===== src/rtl/plic_core.sv =====
// plic_core: platform-level interrupt core for a single hart context.
// Per-source gateways track pending/in-flight state. A priority/threshold
// arbiter drives eip. A two-state FSM handles the claim/complete handshake.
// Optional feature: define PLIC_EDGE_TRIG_EN to add per-source edge-triggered
// gateways (edge_mode input plus a previous-sample register per source).

module plic_gateway (
  input  logic i_clk,
  input  logic i_rst_n,
  input  logic i_irq,
`ifdef PLIC_EDGE_TRIG_EN
  input  logic i_edge_mode,
`endif
  input  logic i_claim,
  input  logic i_complete,
  output logic o_pending
);
  logic r_pending;
  logic r_inflight;
  logic w_set;

`ifdef PLIC_EDGE_TRIG_EN
  logic r_prev;

  // previous sample of the raw line for rising-edge detection
  always_ff @(posedge i_clk or negedge i_rst_n)
    if (!i_rst_n) r_prev <= 1'b0;
    else          r_prev <= i_irq;

  // edges arriving while pending or in flight are dropped, not queued
  assign w_set = i_edge_mode ? (i_irq & ~r_prev & ~r_pending & ~r_inflight)
                             : (i_irq & ~r_inflight);
`else
  assign w_set = i_irq & ~r_inflight;
`endif

  // pending: claim wins over a fresh set in the same cycle
  always_ff @(posedge i_clk or negedge i_rst_n)
    if (!i_rst_n)      r_pending <= 1'b0;
    else if (i_claim)  r_pending <= 1'b0;
    else if (w_set)    r_pending <= 1'b1;

  // in-flight: claim wins over a same-cycle complete of this source
  always_ff @(posedge i_clk or negedge i_rst_n)
    if (!i_rst_n)         r_inflight <= 1'b0;
    else if (i_claim)     r_inflight <= 1'b1;
    else if (i_complete)  r_inflight <= 1'b0;

  assign o_pending = r_pending;
endmodule

module plic_core #(
  parameter int unsigned NSRC   = 8,
  parameter int unsigned PRIO_W = 3,
  parameter int unsigned ID_W   = 8
) (
  input  logic                   i_clk,
  input  logic                   i_rst_n,
  input  logic [NSRC-1:0]        i_irq_src,
  input  logic [NSRC-1:0]        i_irq_en,
  input  logic [NSRC*PRIO_W-1:0] i_prio,
  input  logic [PRIO_W-1:0]      i_threshold,
`ifdef PLIC_EDGE_TRIG_EN
  input  logic [NSRC-1:0]        i_edge_mode,
`endif
  output logic                   o_eip,
  input  logic                   i_claim_req,
  output logic                   o_claim_valid,
  output logic [ID_W-1:0]        o_claim_id,
  input  logic                   i_complete_req,
  input  logic [ID_W-1:0]        i_complete_id,
  output logic [NSRC-1:0]        o_pending
);
  typedef struct packed {
    logic [PRIO_W-1:0] prio;
    logic [ID_W-1:0]   id;
  } arb_t;

  typedef enum logic {S_IDLE, S_RESP} state_t;

  state_t          r_state, w_state_nxt;
  arb_t            r_max, w_best;
  logic [ID_W-1:0] r_claim_id;
  logic [NSRC-1:0] w_pending;
  logic            w_above;
  logic            w_grant;

  assign w_above = (r_max.prio > i_threshold);
  // a claim only takes effect when something is actually interrupting
  assign w_grant = (r_state == S_IDLE) & i_claim_req & w_above;

  for (genvar g = 0; g < NSRC; g++) begin : g_gw
    localparam logic [ID_W-1:0] GID = ID_W'(g + 1);
    plic_gateway u_gw (
      .i_clk      (i_clk),
      .i_rst_n    (i_rst_n),
      .i_irq      (i_irq_src[g]),
`ifdef PLIC_EDGE_TRIG_EN
      .i_edge_mode(i_edge_mode[g]),
`endif
      .i_claim    (w_grant && (r_max.id == GID)),
      .i_complete (i_complete_req && (i_complete_id == GID)),
      .o_pending  (w_pending[g])
    );
  end

  // highest priority wins; strict compare keeps the lowest ID on ties
  always_comb begin
    w_best = '0;
    for (int k = 0; k < NSRC; k++) begin
      if (w_pending[k] && i_irq_en[k] && (i_prio[k*PRIO_W +: PRIO_W] > w_best.prio)) begin
        w_best.prio = i_prio[k*PRIO_W +: PRIO_W];
        w_best.id   = ID_W'(k + 1);
      end
    end
  end

  // registered arbitration result
  always_ff @(posedge i_clk or negedge i_rst_n)
    if (!i_rst_n) r_max <= '0;
    else          r_max <= w_best;

  // handshake state register
  always_ff @(posedge i_clk or negedge i_rst_n)
    if (!i_rst_n) r_state <= S_IDLE;
    else          r_state <= w_state_nxt;

  // IDLE accepts a claim strobe; RESP lasts exactly one cycle
  always_comb begin
    w_state_nxt = r_state;
    case (r_state)
      S_IDLE: if (i_claim_req) w_state_nxt = S_RESP;
      S_RESP: w_state_nxt = S_IDLE;
      default: w_state_nxt = S_IDLE;
    endcase
  end

  // claim response ID, zero when nothing was claimable
  always_ff @(posedge i_clk or negedge i_rst_n)
    if (!i_rst_n) r_claim_id <= '0;
    else          r_claim_id <= w_grant ? r_max.id : '0;

  // eip is hidden during RESP while r_max still reflects the claimed source
  assign o_eip         = (r_state == S_IDLE) & w_above;
  assign o_claim_valid = (r_state == S_RESP);
  assign o_claim_id    = r_claim_id;
  assign o_pending     = w_pending;
endmodule

===== config.mk =====
export PLATFORM = sky130hd
export DESIGN_NAME = plic_core
export DESIGN_NICKNAME = d
export VERILOG_FILES = /design/src/rtl/plic_core.sv
export SDC_FILE = /design/constraint.sdc
export NUM_CORES = 1
export LEC_CHECK = 0
export CAP_MARGIN = 20
export CORE_UTILIZATION = 52
export CTS_BUF_LIST = sky130_fd_sc_hd__clkbuf_4
export CTS_CLUSTER_DIAMETER = 50
export CTS_CLUSTER_SIZE = 24
export DETAILED_ROUTE_END_ITERATION = 12
export PLACE_DENSITY = 0.86
export SLEW_MARGIN = 20
export SYNTH_ARGS = -nofsm -noshare
export SYNTH_HDL_FRONTEND = slang
export SYNTH_SLANG_ARGS = --single-unit

===== constraint.sdc =====
create_clock -name i_clk -period 17.06 [get_ports i_clk]
set_input_delay 2.559 -clock i_clk [delete_from_list [all_inputs] [get_ports i_clk]]
set_output_delay 2.559 -clock i_clk [all_outputs]
set_load 0.05 [all_outputs]

[Word-level counts from Yosys, hierarchy flattened]
Cells that the tools add are included.
Storage, ports and cells
  flip-flop bits (word level): 36
  input bits: 55
  output and inout bits: 18
  logic and storage cells: 156
Cells by class
  $lt $le $gt $ge: 9
  equality and inequality tests: 16
  muxes and demuxes: 43
  bitwise operators: 20
  reduce and logical (&&, ||, !) cells: 48
Operators by type and width (count)
  $mux 11: 8
  $eq 8x3->1 const B: 8
  $mux 1: 33
  $eq 8x2->1 const B: 4
  $logic_and 1x1->1: 32
  $reduce_bool 2->1: 16
  $gt 3x3->1: 8
  $eq 8x1->1 const B: 2
  $eq 8x4->1 const B: 2
  $and 1x1->1: 11
  $not 1->1: 9
  $mux 8: 1
  $gt 3x1->1 const B: 1
  $pmux 1 s2: 1

[Logic depth before layout (Yosys ltp)]
  depth in word-level cells: 24
  mapped depth: 46
  gate-level depth less buffers: 46

[Modules after synthesis]
From an unflattened synthesis, not the netlist that was laid out.
Second synthesis, totals
  cells, all modules: 251
  area, all modules: 2207.1 sq um
Modules (own cells, without submodules)
  plic_core: instances 1, cells an instance 195, area each 1556.5 sq um, sequential area each 300.3 sq um
  plic_gateway: instances 8, cells an instance 7, area each 81.3 sq um, sequential area each 50.0 sq um

[Worst setup path before layout]
No wires, ideal clock.
  path kind: input to register
  start: input i_prio[0]
  end: register r_max[9] in the netlist's numbering
  setup time: 127 ps
  data arrival time: 12082 ps
  required time: 16933 ps
  setup slack: 4851 ps
  stages on the path: 46
  path buffers: 0
  path through: and3_1 ha_1 and3_1 a211oi_4 mux2_2 ha_1 or3b_2 o2111ai_1 nor2_1 mux2_4 nor2_1 a21oi_1 ha_1 o21ba_2 a2bb2oi_1 mux2i_1 o211ai_1 mux2i_1 [... 10 more ...] nor2_1 o32ai_1 a211oi_2 mux2_4 inv_1 ha_1 a21oi_1 a21oi_1 a31oi_1 o22a_1 mux2_2 ha_1 inv_1 a21o_1 a21oi_1 a311oi_1 nor2_1 a221o_2
RTL lines
  from (decl): RTL line 61  | input logic [NSRC*PRIO_W-1:0] i_prio,
  to (signal assigned): RTL line 121  | else r_max <= w_best;
  to (decl): RTL line 82  | arb_t r_max, w_best;

==> metrics.yaml <==
status: "finished clean"
finalWirelength_mm: 5.40
path_depth: 46
dp.cells: 374
synthCells: 265
drc: 0
cp_top_family: "compound AO/OA/AOI/OAI gates"
fin_cells: 378
port-buffer-count: 68
start_util: 0.561
cts_hold_buf: 0
num_rows: 23
worst_setup_path_start_kind: "input pin"
period_needed_ns: 13.26
gr-total-overflow: 0
cts_root_buffer: "clkbuf_4"
grt_pass1_vias: 1987
cp.arrival_ns: 13.49
multi_input_area_sq_um: 1440
final_common_cell: "clkdlybuf4s50_1"
drive_gt1_frac: 0.0884
grt_max_degree: 29
p_leak_nw: 1.30
crit_top_cell: "ha_1"
register_area_sq_um: 701
ys.flop_type: "dfrtp_1"
tns_ns: 0
maxSlewViolCount: 0
whs_path_depth: 1
cts_resized: 0
crit_buf_inv: 3
endpoint_kind: "flop"
die_w_um: 68.9
clock-sinks: 28
final_cell_mix: "clkdlybuf4s50_1 (68), dfrtp_1 (28), inv_1 (26), a21oi_1 (21), nor2_1 (20)"
fmax_mhz: 75.4
timing.final.crit_share: 0.777
routabilityCongestion: 0.892
ir_drop_uv: 93.6
cts_tree: "yes"
avgRoutedWirePerCell_um: 14.3
cp.required_ns: 17.29
initialDrtViolationCount: 173
cts.reportedPaths.clkPinSlew_ns: 0.14
powerDensity_nw_per_um2: 135
cts_buffer_depth: 2
synth_cell_types: 57
fin_skew_ns: 0.00231
crit_type: "in -> reg"
yosysWarnings: 0
setup_viol: 0
area.growth.synth_to_final_pct: 30.9
antenna_found_initial: 0
dieArea_sq_um: 4740
syn_area_sq_um: 2330
ys_seq_elements: 28
final_antenna_net_count: 0
async_flop_share: 1.00
diodes: 0
slowest_delay_ns: 0.57
r2r_cells: 45
synth.avg_cell_area_sq_um: 8.78
track_usage: 0.231
timing_hold_violations_final: 0
post_cts_buffers: 0
cts_made_buffers: 3
vias: 2213
io_pins: 73
cpMaxStageDelayCell: "a311oi_2"
synth_edf_count: 0
slew_headroom: 0.543
grt_pass1_wl_mm: 8.34
cap_violations: 0
clkLatencyLatePin_ns: 0.33
crit_fanout: 10
h-tree-depth: 1
n_fill_cell: 319
die_h_um: 68.9
hp-class: "reg -> reg"
hpwl_mm: 4.40
ys_seq_area_frac: 0.301
viasPerCell: 5.85
tightest_slew_ns: 0.686
fin_nets: 400
fp.coreArea_sq_um: 4140
rsz0062_at_grt: "no"
dr.pass1.iters: 4
## area by class of cell
class                   count  area share
inverters                  26      0.0320
multi-input cells         201       0.474
flip-flops and latches     28       0.230
clock inverters             1     0.00986
repair buffers             69       0.226
clock buffers               3     0.00740
well taps                  50      0.0205
## state kept, by name, summed over array words and instances, names as in the netlist
name,flops
o_claim_valid,1
g_gw.u_gw.r_inflight,8
r_max,7
g_gw.u_gw.o_pending,8
o_claim_id,4
## synth_stat cells (6+ instances only)
| master | count | area share |
|---|---|---|
| a21oi_1 | 21 | 0.045 |
| nor2b_1 | 7 | 0.019 |
| nor2_1 | 20 | 0.032 |
| and3_1 | 7 | 0.019 |
| o21ai_0 | 15 | 0.032 |
| nand3_1 | 11 | 0.024 |
| mux2i_1 | 6 | 0.026 |
| buf_4 | 12 | 0.039 |
| dfrtp_1 | 28 | 0.30 |
| nand2_1 | 14 | 0.023 |
| ha_1 | 16 | 0.086 |
| inv_1 | 26 | 0.042 |
## power by group
| group | internal [mW] | switching [mW] | total [mW] |
|---|---|---|---|
| Sequential | 0.0913 | 0.0196 | 0.111 |
| Clock | 0.0238 | 0.0194 | 0.0432 |
| Combinational | 0.110 | 0.146 | 0.256 |
## routing by layer
| metal | track usage | vias to the layer above | routed length, um |
|---|---|---|---|
| met4 | 0.0714 | 0 | 76 |
| met1 | 0.296 | 1041 | 2380 |
| met5 | 0 | - | 0 |
| met2 | 0.411 | 74 | 2660 |
| li1 | - | 1087 | - |
| met3 | 0.0148 | 11 | 283 |
## kinds of logic (layout without fill, tap and decap cells)
kind of cell | count (synthesis) | in the layout | synth area share
AO/OA/AOI/OAI | 80 | 80 | 0.251
other | 1 | 4 | 0.00161
buffers and inverters | 39 | 99 | 0.0855
AND/OR/NAND/NOR | 85 | 85 | 0.194
adder cells (fa/ha/maj) | 17 | 17 | 0.0904
flip-flops | 28 | 28 | 0.301
multiplexers | 15 | 15 | 0.0758
## path summary, 6_finish.rpt
path | start | end | slack, ns
max | i_irq_en[0] | r_max[9] | 3.80
min | o_claim_valid | o_claim_valid | 0.48
max reg2reg | g_gw[0].u_gw.o_pending | r_max[9] | 6.06
min reg2reg | o_claim_valid | o_claim_valid | 0.48
max in group asynchronous | i_rst_n | r_max[10] | 14.21
min in group asynchronous | i_rst_n | o_claim_id[1] | 2.59
## stage by stage
step	setup slack (ns)	total power [mW]	cell area, sq um	hold slack, ns	utilization
after floorplan	4.85	0.306	2340	0.465	-
after global placement	3.53	0.358	2990	0.451	0.721
after detailed placement	3.15	0.365	2990	0.469	0.721
after CTS	3.52	0.408	3040	0.488	0.733
after global routing	3.14	0.441	3050	0.514	0.735
final	3.80	0.410	3050	0.479	0.735
Note: power is estimated with default switching activity, not from simulation.
